## config.mk

```make
export PLATFORM = sky130hd
export DESIGN_NAME = conv_pool_writeback
export DESIGN_NICKNAME = d
export VERILOG_FILES = /design/src/rtl/conv_pool_writeback_pkg.sv /design/src/rtl/conv_pool_writeback_requant_relu_sat.sv /design/src/rtl/conv_pool_writeback.sv
export SDC_FILE = /design/constraint.sdc
export NUM_CORES = 1
export LEC_CHECK = 0
export CAP_MARGIN = 20
export CORE_UTILIZATION = 47
export CTS_BUF_LIST = sky130_fd_sc_hd__clkbuf_4 sky130_fd_sc_hd__clkbuf_8 sky130_fd_sc_hd__clkbuf_16
export CTS_CLUSTER_SIZE = 24
export DETAILED_ROUTE_END_ITERATION = 16
export GPL_ROUTABILITY_DRIVEN = 1
export GPL_TIMING_DRIVEN = 0
export PLACE_DENSITY = 0.78
export SLEW_MARGIN = 15
export SYNTH_ARGS = -nofsm -noshare
export SYNTH_HDL_FRONTEND = slang
export SYNTH_SLANG_ARGS = --single-unit
```

## constraint.sdc

```tcl
create_clock -name clock -period 4.9 [get_ports clock]
set_input_delay 0.49 -clock clock [delete_from_list [all_inputs] [get_ports clock]]
set_output_delay 0.49 -clock clock [all_outputs]
set_load 0.01 [all_outputs]
```

## src/rtl/conv_pool_writeback_pkg.sv

```systemverilog
// rtl/conv_pool_writeback_pkg.sv - shared parameters and FSM encoding for conv_pool_writeback
//
// Purpose: default geometry and width values for the writeback block, plus the
//          IDLE/RUN/DONE state encoding. No ports.
package conv_pool_writeback_pkg;

  localparam int CPW_DATA_WIDTH             = 16;
  localparam int CPW_ACC_WIDTH              = 32;
  localparam int CPW_FRAC_SHIFT             = 8;
  localparam int CPW_OUT_FEATURE_WIDTH      = 8;
  localparam int CPW_OUT_FEATURE_WIDTH_POOL = CPW_OUT_FEATURE_WIDTH / 2;
  localparam int CPW_NUM_MAPS               = 4;
  localparam int CPW_OUT_ADDR_WIDTH         = 8;

  typedef enum logic [1:0] {
    ST_IDLE = 2'd0,
    ST_RUN  = 2'd1,
    ST_DONE = 2'd2
  } state_t;

endpackage

```

## src/rtl/conv_pool_writeback_requant_relu_sat.sv

```systemverilog
// rtl/conv_pool_writeback_requant_relu_sat.sv - accumulator requantise, ReLU and saturate
//
// Purpose: combinational arithmetic shift of the MAC accumulator, clamp negatives
//          to zero, saturate to the largest positive DATA_WIDTH value.
// Ports:
//   acc  in  ACC_WIDTH   signed accumulator result
//   q    out DATA_WIDTH  requantised non-negative pixel
module requant_relu_sat #(
  parameter int ACC_WIDTH  = 32,
  parameter int DATA_WIDTH = 16,
  parameter int FRAC_SHIFT = 8
) (
  input  logic signed [ACC_WIDTH-1:0]  acc,
  output logic        [DATA_WIDTH-1:0] q
);

  localparam logic signed [ACC_WIDTH-1:0] MAX_Q =
    {{(ACC_WIDTH-DATA_WIDTH+1){1'b0}}, {(DATA_WIDTH-1){1'b1}}};

  logic signed [ACC_WIDTH-1:0] shifted;

  assign shifted = acc >>> FRAC_SHIFT;

  always_comb begin
    q = shifted[DATA_WIDTH-1:0];
    if (shifted[ACC_WIDTH-1]) begin
      q = '0;
    end else if (shifted > MAX_Q) begin
      q = {1'b0, {(DATA_WIDTH-1){1'b1}}};
    end
  end

endmodule

```

## src/rtl/conv_pool_writeback.sv

```systemverilog
// rtl/conv_pool_writeback.sv - requantise, ReLU, 2x2 max-pool and write conv output maps
//
// Purpose: takes one accumulated pixel per accum_sload (raster order, map after
//          map), requantises it, max-pools 2x2/stride 2 and writes pooled pixels
//          to the output memory. pool_done is sticky after the last map.
// Ports:
//   clock, reset      clock and asynchronous active-high reset
//   enable            arms the block (IDLE->RUN)
//   accum_sload       one-cycle pulse, accum_result valid
//   accum_result      signed accumulated conv pixel
//   out_wren          one-cycle write strobe to output memory
//   out_addr/out_data write address and pooled pixel (hold between writes)
//   pool_done         sticky, all maps written
//   overrun           sticky, accum_sload seen while not accepting pixels
module conv_pool_writeback
  import conv_pool_writeback_pkg::*;
#(
  parameter int DATA_WIDTH             = CPW_DATA_WIDTH,
  parameter int ACC_WIDTH              = CPW_ACC_WIDTH,
  parameter int FRAC_SHIFT             = CPW_FRAC_SHIFT,
  parameter int OUT_FEATURE_WIDTH      = CPW_OUT_FEATURE_WIDTH,
  parameter int OUT_FEATURE_WIDTH_POOL = CPW_OUT_FEATURE_WIDTH_POOL,
  parameter int NUM_MAPS               = CPW_NUM_MAPS,
  parameter int OUT_ADDR_WIDTH         = CPW_OUT_ADDR_WIDTH
) (
  input  logic                      clock,
  input  logic                      reset,
  input  logic                      enable,
  input  logic                      accum_sload,
  input  logic [ACC_WIDTH-1:0]      accum_result,
  output logic                      out_wren,
  output logic [OUT_ADDR_WIDTH-1:0] out_addr,
  output logic [DATA_WIDTH-1:0]     out_data,
  output logic                      pool_done,
  output logic                      overrun
);

  localparam int COL_W = $clog2(OUT_FEATURE_WIDTH);
  localparam int MAP_W = (NUM_MAPS > 1) ? $clog2(NUM_MAPS) : 1;

  function automatic logic [DATA_WIDTH-1:0] max2(input logic [DATA_WIDTH-1:0] a,
                                                 input logic [DATA_WIDTH-1:0] b);
    return (a > b) ? a : b;
  endfunction

  state_t state;

  // Input-side position counters
  logic [COL_W-1:0] col;
  logic [COL_W-1:0] row;
  logic [MAP_W-1:0] map;
  // Set once the final pixel of the run is taken; later pulses are overruns
  logic             last_in;

  // Stage 1 registers
  logic                  s1_valid;
  logic [DATA_WIDTH-1:0] s1_q;
  logic [COL_W-1:0]      s1_col;
  logic [COL_W-1:0]      s1_row;
  logic [MAP_W-1:0]      s1_map;
  logic                  s1_last;

  // Stage 2 state
  logic [DATA_WIDTH-1:0] hold_q;
  logic                  s2_last;
  logic [DATA_WIDTH-1:0] linebuf [OUT_FEATURE_WIDTH_POOL];

  logic [DATA_WIDTH-1:0]     q_c;
  logic [OUT_ADDR_WIDTH-1:0] addr_c;
  logic                      accept;
  logic                      col_last;
  logic                      row_last;
  logic                      map_last;

  requant_relu_sat #(
    .ACC_WIDTH (ACC_WIDTH),
    .DATA_WIDTH(DATA_WIDTH),
    .FRAC_SHIFT(FRAC_SHIFT)
  ) u_requant (
    .acc(accum_result),
    .q  (q_c)
  );

  assign accept   = accum_sload && (state == ST_RUN) && !last_in;
  assign col_last = (col == COL_W'(OUT_FEATURE_WIDTH - 1));
  assign row_last = (row == COL_W'(OUT_FEATURE_WIDTH - 1));
  assign map_last = (map == MAP_W'(NUM_MAPS - 1));

  assign addr_c = OUT_ADDR_WIDTH'(s1_map) *
                    OUT_ADDR_WIDTH'(OUT_FEATURE_WIDTH_POOL * OUT_FEATURE_WIDTH_POOL)
                + OUT_ADDR_WIDTH'(s1_row >> 1) * OUT_ADDR_WIDTH'(OUT_FEATURE_WIDTH_POOL)
                + OUT_ADDR_WIDTH'(s1_col >> 1);

  always_ff @(posedge clock or posedge reset) begin
    if (reset) begin
      state     <= ST_IDLE;
      col       <= '0;
      row       <= '0;
      map       <= '0;
      last_in   <= 1'b0;
      s1_valid  <= 1'b0;
      s1_q      <= '0;
      s1_col    <= '0;
      s1_row    <= '0;
      s1_map    <= '0;
      s1_last   <= 1'b0;
      hold_q    <= '0;
      s2_last   <= 1'b0;
      out_wren  <= 1'b0;
      out_addr  <= '0;
      out_data  <= '0;
      pool_done <= 1'b0;
      overrun   <= 1'b0;
    end else begin
      out_wren <= 1'b0;
      s1_valid <= accept;
      s2_last  <= s1_valid && s1_last;

      case (state)
        ST_IDLE: if (enable) state <= ST_RUN;
        ST_RUN: begin
          // s2_last is high the cycle the final write is on the outputs
          if (s2_last) begin
            state     <= ST_DONE;
            pool_done <= 1'b1;
          end
        end
        ST_DONE: state <= ST_DONE;
        default: state <= ST_IDLE;
      endcase

      if (accum_sload && !accept) overrun <= 1'b1;

      // Stage 1: capture the requantised pixel with its position, then advance
      if (accept) begin
        s1_q    <= q_c;
        s1_col  <= col;
        s1_row  <= row;
        s1_map  <= map;
        s1_last <= col_last && row_last && map_last;
        if (col_last) begin
          col <= '0;
          if (row_last) begin
            row <= '0;
            if (map_last) begin
              map     <= '0;
              last_in <= 1'b1;
            end else begin
              map <= map + 1'b1;
            end
          end else begin
            row <= row + 1'b1;
          end
        end else begin
          col <= col + 1'b1;
        end
      end

      // Stage 2: pooling by (row parity, col parity); the even-row/odd-col case
      // only updates the line buffer, handled in the block below.
      if (s1_valid) begin
        case ({s1_row[0], s1_col[0]})
          2'b00: hold_q <= s1_q;
          2'b10: hold_q <= max2(linebuf[s1_col[COL_W-1:1]], s1_q);
          2'b11: begin
            out_wren <= 1'b1;
            out_data <= max2(hold_q, s1_q);
            out_addr <= addr_c;
          end
          default: ;
        endcase
      end
    end
  end

  // Line buffer holds the top-row pair max for each pooled column; contents
  // are don't-care after reset, so it carries no reset.
  always_ff @(posedge clock) begin
    if (s1_valid && !s1_row[0] && s1_col[0]) begin
      linebuf[s1_col[COL_W-1:1]] <= max2(hold_q, s1_q);
    end
  end

endmodule
```

; After elaboration in Yosys (flattened, before gate mapping)
; Memories as Yosys holds them, arrays and structs flattened.
; Cells that the tools add are included.
; Widths: inputs -> output; s select.
[word_totals]
regBits = 81
mem_bits_rw = 64
input_bits = 36
out_inout_bits = 27
word_cells = 72
n_memories = 1
[mem_list]
columns = name, depth, width, rd, rd_clocked_by_memory_dff, wr, line_no
row1 = linebuf, 4, 16, 1, 0, 1, conv_pool_writeback.sv:66  ; logic [DATA_WIDTH-1:0] linebuf [OUT_FEATURE_WIDTH_POOL];
[classes]
add_sub_neg = 5
order_cmp = 3
eq_ne = 9
muxes = 15
reduce_logical = 21
[ops]
columns = operator, n
row1 = $mux 16, 4
row2 = $gt 16x16->1, 2
row3 = $pmux 16 s2, 1
row4 = $gt 24x16->1 const B, 1
row5 = $reduce_and 2->1, 5
row6 = $add 7x2->8, 1
row7 = $eq 2x2->1 const B, 4
row8 = $logic_and 1x1->1, 8
row9 = $add 6x4->7, 1
row10 = $add 3x1->3 const B, 2
row11 = $eq 3x3->1 const B, 2
row12 = $mux 2, 3
row13 = $mux 3, 2
row14 = $pmux 2 s3, 1
row15 = $logic_not 2->1, 2
row16 = $mux 1, 4
row17 = $ne 2x2->1 const B, 2
row18 = $reduce_and 4->1, 1
row19 = $logic_not 1->1, 3
row20 = $reduce_and 3->1, 1
row21 = $add 2x1->2 const B, 1
row22 = $eq 2x1->1 const B, 1
row23 = $reduce_bool 2->1, 1

; Depth between registers and ports, before layout
; Gate-level depths: netlist of run 1.
[depth]
word_depth = 5
ltp_mapped = 10
ltp_nobuf = 9

; By module
; A second synthesis of run 1 with hierarchy kept.
[hier_totals]
hier_cells = 584
area_unflattened_um2 = 6826.5
[by_module_without_submodules]
columns = module, instances, cells_each, area_each_um2, seq_area_each_um2
row1 = conv_pool_writeback, 1, 547, 6613.8, 3898.7
row2 = requant_relu_sat, 1, 37, 212.7, 0.0

; Worst setup path before layout of run 1
; No wires, ideal clock.
[synth_path]
path_kind = register to register
startpoint = register s1_col[1]
endpoint = register hold_q[1]
setup_ps = 126
arrival_time_ps = 2854
required_time_ps = 4774
setup_slack_ps = 1920
stages_incl_launch_ff = 11
path_buffers = 2
period_less_slack_ps = 2980
cell_sequence = dfrtp_1 > buf_2 > mux4_2 > ha_1 > nand4_1 > nor3_2 > a21boi_2 > nor4_4 > o21a_2 > buf_6 > a221o_1
[synth_via]
elab_chain_cells = 4
[synth_lines]
columns = element, line_no
row1 = "start, declared", conv_pool_writeback.sv:58  ; logic [COL_W-1:0] s1_col;
row2 = "start signal, assigned", conv_pool_writeback.sv:137  ; s1_col <= col;
row3 = $mem_v2 4x16 *, n/a
row4 = $gt 16x16->1, conv_pool_writeback.sv:43  ; return (a > b) ? a : b;
row5 = $mux 16 *, conv_pool_writeback.sv:43
row6 = $pmux 16 s2 *, conv_pool_writeback.sv:162  ; case ({s1_row[0], s1_col[0]})
row7 = "end signal, assigned", conv_pool_writeback.sv:163  ; 2'b00: hold_q <= s1_q;
row8 = "end signal, assigned", conv_pool_writeback.sv:164  ; 2'b10: hold_q <= max2(linebuf[s1_col[COL_W-1:1]], s1_q);
row9 = "end, declared", conv_pool_writeback.sv:64  ; logic [DATA_WIDTH-1:0] hold_q;
; Mark *: on every way between the ends. The rest lies on a longest branch, timed or not.
; A chain may end at the register's enable or synchronous reset.

; Worst setup path in the final report of run 1
[layout_path]
startpoint = register s1_col[1]
endpoint = register hold_q[9]
; The elaborated chain is that of the path after synthesis.

==> results of run 1 <==
-- power by group --
group	internal (mW)	switching, mW	total [mW]	leakage, nW
Sequential	1.66	0.236	1.90	1.63
Clock	0.908	0.504	1.41	0.310
Combinational	0.892	1.30	2.19	1.63
-- routing by layer --
layer	vias up	global-route usage (%)	wire length, µm
li1	2247	-	-
met1	2467	30.3	6800
met2	200	39.7	8390
met3	33	6.64	1160
met4	0	11.3	493
met5	-	0	0
-- final cells by class --
| cell class | instances | area [µm²] | area share [%] |
|---|---|---|---|
| timing repair buffer | 58 | 587 | 7.09 |
| clock buffer | 18 | 433 | 5.23 |
| clock inverter | 14 | 214 | 2.59 |
| sequential | 143 | 3900 | 47.1 |
| buffer | 31 | 151 | 1.83 |
| inverter | 26 | 100 | 1.21 |
| multi-input combinational | 368 | 2670 | 32.2 |
| tap | 180 | 225 | 2.72 |
-- state kept, by name (all words and copies together) (netlist names) --
register	count
linebuf	64
s1_valid	1
s1_q	16
s1_row	3
col	3
row	3
s1_map	2
s2_last	1
last_in	1
out_wren	1
out_data	16
state	2
overrun	1
s1_last	1
hold_q	16
s1_col	3
map	2
pool_done	1
out_addr	6
-- layout by cell type (no fill, tap or decap), types with 3 or more instances in the layout --
| cell type | count |
|---|---|
| clkbuf_16 | 17 |
| a21o_1 | 7 |
| nand2_1 | 75 |
| nor2_2 | 3 |
| nand2b_1 | 3 |
| a21oi_1 | 28 |
| ha_1 | 39 |
| dfrtp_1 | 79 |
| buf_4 | 4 |
| a221o_1 | 16 |
| buf_6 | 4 |
| nor2b_1 | 3 |
| bufinv_16 | 5 |
| buf_2 | 5 |
| clkbuf_1 | 16 |
| o21ai_0 | 19 |
| edfxtp_1 | 64 |
| nand4_1 | 6 |
| a21bo_2 | 5 |
| nor2_1 | 48 |
| inv_1 | 25 |
| clkdlybuf4s50_1 | 52 |
| mux4_2 | 16 |
| a21bo_1 | 10 |
| nor4_1 | 3 |
| buf_1 | 6 |
| clkinvlp_4 | 3 |
| mux2_2 | 3 |
| nor3_1 | 4 |
| a31oi_1 | 16 |
| o31ai_1 | 16 |
| clkinv_2 | 3 |
| nand3_1 | 20 |
-- cells by family (layout without fill, tap and decap cells) --
| family | Yosys count | count (layout) |
|---|---|---|
| buffers and inverters | 57 | 147 |
| multiplexers | 19 | 19 |
| AO/OA/AOI/OAI | 131 | 131 |
| adder cells (fa/ha/maj) | 39 | 39 |
| other | 1 | 2 |
| flip-flops | 143 | 143 |
| AND/OR/NAND/NOR | 177 | 177 |
-- critical path: stages, from the launching register on --
cell      delay, ps
dfrtp_1         430
buf_2           400
mux4_2          590
ha_1            310
nand4_1         190
nor3_2           90
a21boi_1        520
inv_1           120
o21a_2          300
buf_6           170
a221o_1         310
-- final timing paths --
kind / startpoint / cells past startpoint / slack (ps) / to
setup reg to reg: s1_col[1] / 10 / 1320 / hold_q[9]
hold / removal: reset / 2 / 460 / map[0]
setup / recovery: s1_col[1] / 10 / 1320 / hold_q[9]
max in group asynchronous: reset / 3 / 3820 / out_data[8]
min in group clock: pool_done / 1 / 460 / pool_done
hold reg to reg: pool_done / 1 / 460 / pool_done
-- metrics by stage --
step	cells	utilization (%)
3_5_place_dp	806	54.5
6_report	838	59.2
2_1_floorplan	568	-
5_1_grt	838	59.2
4_1_cts	838	59.2
3_3_place_gp	800	54.0
==> impl_metrics.env, run 1 <==
export IMPL_status="finished clean"
export IMPL_num_vias=4947
export IMPL_timing_fmax_ghz=0.279
export IMPL_yosysTopAreaCell="dfrtp_1"
export IMPL_syn_area_um2=6800
export IMPL_fin_skew_ps=8.20
export IMPL_cp_arrival_ps=3880
export IMPL_synth_top_family_by_area="compound AO/OA/AOI/OAI gates"
export IMPL_hold_viol_final=0
export IMPL_die_height_um=122
export IMPL_grt_total_usage_pct=24.4
export IMPL_drc=0
export IMPL_synthMuxAreaShare_pct=5.80
export IMPL_power_density_nw_per_um2=665
export IMPL_synth_simple_area_share_pct=11.9
export IMPL_synth_distinct_cells=51
export IMPL_required_ps=5200
export IMPL_die_area_um2=15000
export IMPL_row_count=43
export IMPL_cts_setup_buffers=0
export IMPL_drive_gt1_share_pct=13.4
export IMPL_ys_warn_count=0
export IMPL_post_synth_top_area_fraction_pct=29.1
export IMPL_routedWlPerCell_um=20.1
export IMPL_ys_seq_area_share_pct=57.3
export IMPL_avgViaCountPerCell=5.90
export IMPL_grt_pass1_wl_um=26600
export IMPL_first_iter_violations=463
export IMPL_finish_net_count=720
export IMPL_p_leak_nw=3.57
export IMPL_worst_setup_path_type="flop to flop"
export IMPL_power_mw=5.50
export IMPL_period_share_pct=73.1
export IMPL_whs_ps=462
export IMPL_crit_fanout=10
export IMPL_min_path_type="input pin to asynchronous set/reset pin"
export IMPL_n_antenna_cell=0
export IMPL_area_growth_pct=21.7
export IMPL_antenna_found_initial=0
export IMPL_hold_buffers=0
export IMPL_syn_mean_instance_area_um2=12.0
export IMPL_drt_pass1_iter_count=5
export IMPL_cts_sinks=143
export IMPL_drtAntennaViolNets=0
export IMPL_grt_overflow_total=0
export IMPL_ys_top_cells_by_count="79 x dfrtp_1, 75 x nand2_1, 64 x edfxtp_1"
export IMPL_vdd_ir_drop_max_uv=314
export IMPL_finalCriticalPeriod_ps=3580
export IMPL_clk_pin_slew_ps=60
export IMPL_synth_async_sr_flop_share_pct=55.2
export IMPL_netlist_top_cells_area="dfrtp_1 29%, edfxtp_1 28%, ha_1 7.2%, mux4_2 5.3%, nand2_1 4.1%"
export IMPL_worst_slew_pin_transition_ps=955
export IMPL_clock_root_buffer="clkbuf_16"
export IMPL_cts_resized=0
export IMPL_cts_buffer_depth=2
export IMPL_netlist_instances=567
export IMPL_io_pin_count=63
export IMPL_globalplace_congestion=0.911
export IMPL_dp_hpwl_um=11900
export IMPL_end_kind="flop"
export IMPL_synth_compound_area_share_pct=14.1
export IMPL_synthAdderAreaFrac_pct=7.18
export IMPL_grt_setup_unrepaired="false"
export IMPL_relSlewSlack_pct=36.4
export IMPL_cts_tree="yes"
export IMPL_synth_seq_cells=143
export IMPL_nFillCells=1129
export IMPL_finalSetupViolCount=0
export IMPL_final_area_um2=8280
export IMPL_placed_area_um2=7630
export IMPL_drv_cap=0
export IMPL_synth_xor_area_share_pct=0
export IMPL_wl_um=16900
export IMPL_synthFlopType="dfrtp_1"
export IMPL_synth_edf_count=64
export IMPL_synth_most_common_cell="dfrtp_1"
export IMPL_h_tree_depth=4
export IMPL_drv_slew=0
export IMPL_die_width_um=122
export IMPL_grt_max_degree=44
export IMPL_port_buffers=52
export IMPL_grt_pass1_vias=5077
export IMPL_clock_latency_ps=430
export IMPL_pre_cts_ws_ps=1320
export IMPL_start_util_pct=48.6
export IMPL_worst_slack_ps=1320
export IMPL_finalSetupTns_ps=0
export IMPL_core_um2=14000
export IMPL_cp_start_kind="flop"
export IMPL_cts_buffers=17
(Power assumes the default switching activity.)
==> run 2, diff against run 1 <==
Clock period 4.9 ns to 3.3 ns, I/O delays scaled along.
==> run 2 against run 1 <==
Against the previous run:
- final area is 0.95% higher
- sequential power is 48% higher
- hold slack worse by 160 ps
- die area stayed put
- via count is 0.61% higher
- critical endpoint is now hold_q[8]
==> impl_metrics.env, run 2 (same netlist as run 1, synthesis figures left out) <==
export IMPL_grt_pass1_vias=5093
export IMPL_status="finished clean"
export IMPL_antenna_found_initial=0
export IMPL_port_buffers=52
export IMPL_crit_fanout=10
export IMPL_hold_buffers=0
export IMPL_avgViaCountPerCell=5.91
export IMPL_io_pin_count=63
export IMPL_start_util_pct=48.6
export IMPL_drive_gt1_share_pct=14.5
export IMPL_area_growth_pct=22.9
export IMPL_layout_common_cells="78 x dfrtp_1, 75 x nand2_1, 64 x edfxtp_1"
export IMPL_clock_root_buffer="clkbuf_16"
export IMPL_period_share_pct=96.2
export IMPL_drv_slew=0
export IMPL_cp_start_kind="flop"
export IMPL_drc=0
export IMPL_h_tree_depth=4
export IMPL_n_antenna_cell=0
export IMPL_finish_net_count=724
export IMPL_worst_slew_pin_transition_ps=976
export IMPL_relSlewSlack_pct=34.9
export IMPL_die_area_um2=15000
export IMPL_hold_viol_final=0
export IMPL_clock_latency_ps=430
export IMPL_finalSetupTns_ps=0
export IMPL_timing_fmax_ghz=0.315
export IMPL_p_leak_nw=3.61
export IMPL_vdd_ir_drop_max_uv=494
export IMPL_num_vias=4977
export IMPL_mostFrequentLayoutCell="dfrtp_1"
export IMPL_globalplace_congestion=0.911
export IMPL_wl_um=16900
export IMPL_power_mw=8.28
export IMPL_drtAntennaViolNets=0
export IMPL_clk_pin_slew_ps=60
export IMPL_min_path_type="input pin to asynchronous set/reset pin"
export IMPL_row_count=43
export IMPL_nFillCells=1119
export IMPL_core_um2=14000
export IMPL_drt_pass1_iter_count=5
export IMPL_cts_buffer_depth=2
export IMPL_utilization_pct=59.7
export IMPL_largest_reg_flops=64
export IMPL_dp_hpwl_um=11900
export IMPL_grt_max_degree=44
export IMPL_routedWlPerCell_um=20.1
export IMPL_grt_pass1_wl_um=26600
export IMPL_grt_total_usage_pct=24.4
export IMPL_worst_setup_path_type="flop to flop"
export IMPL_cp_arrival_ps=3480
export IMPL_fin_skew_ps=6.07
export IMPL_finalSetupViolCount=0
export IMPL_die_width_um=122
export IMPL_drv_cap=0
export IMPL_grt_overflow_total=0
export IMPL_cts_tree="yes"
export IMPL_cts_sinks=143
export IMPL_cts_buffers=17
export IMPL_first_iter_violations=479
export IMPL_end_kind="flop"
export IMPL_required_ps=3600
export IMPL_die_height_um=122
export IMPL_finalCriticalPeriod_ps=3180
export IMPL_power_density_nw_per_um2=992
export IMPL_whs_ps=302
run 2: cell count changes in the layout (fill, tap and decap cells not counted), sizes merged:
cell | previous run | this run
buf | 21 | 23
clkbuf | 34 | 36
run 2: metrics by stage:
stage | setup slack (ps) | std cells | area [µm²]
CTS | 13.4 | 840 | 8300
finish | 124 | 842 | 8350
global route | -0.942 | 842 | 8350
detailed placement | -279 | 806 | 7630
floorplan | 320 | 568 | 6800
global placement | -1010 | 800 | 7550
run 2: where the power goes:
group          internal, mW  switching, mW
clock                  1.35          0.754
sequential             2.47          0.349
combinational          1.39           1.97
total                  5.21           3.08
run 2: routing by layer:
| metal | routed length, µm | up-vias | GRT usage (%) |
|---|---|---|---|
| met3 | 1100 | 33 | 6.74 |
| met4 | 519 | 0 | 11.4 |
| met1 | 6960 | 2493 | 30.3 |
| met2 | 8350 | 196 | 39.6 |
| met5 | 0 | - | 0 |
| li1 | - | 2255 | - |
run 2: worst paths after layout:
path | end | depth (start not counted) | start | slack, ps
max | hold_q[8] | 10 | s1_col[1] | 120
min | map[0] | 2 | reset | 300
max reg2reg | hold_q[8] | 10 | s1_col[1] | 120
min reg2reg | pool_done | 1 | pool_done | 460
max in group asynchronous | s1_col[1] | 3 | reset | 2380
min in group clock | pool_done | 1 | pool_done | 460
run 2: layout make-up:
class / instances / area (µm²) / share of cell area (%)
sequential: 143 / 3900 / 46.7
multi-input combinational: 368 / 2690 / 32.2
timing repair buffer: 62 / 617 / 7.38
clock buffer: 18 / 433 / 5.18
tap: 180 / 225 / 2.70
clock inverter: 14 / 214 / 2.56
buffer: 31 / 174 / 2.08
inverter: 26 / 100 / 1.20
run 2: what timing repair did:
item / CTS / global route
endpoints found under the setup margin: 16 / 12
pin swaps: 2 / 2
buffers inserted: 2 / 2
gates resized for setup: 4 / 10
run 2: worst max-delay path, cell delays in order, from the launching register on:
cell      delay [ps]
dfrtp_2          410
clkbuf_4         260
mux4_2           550
ha_1             300
nor2b_1          130
o211ai_1         250
a21boi_4         100
nor4_4           380
buf_2            310
nor2_1            80
a221o_1          290
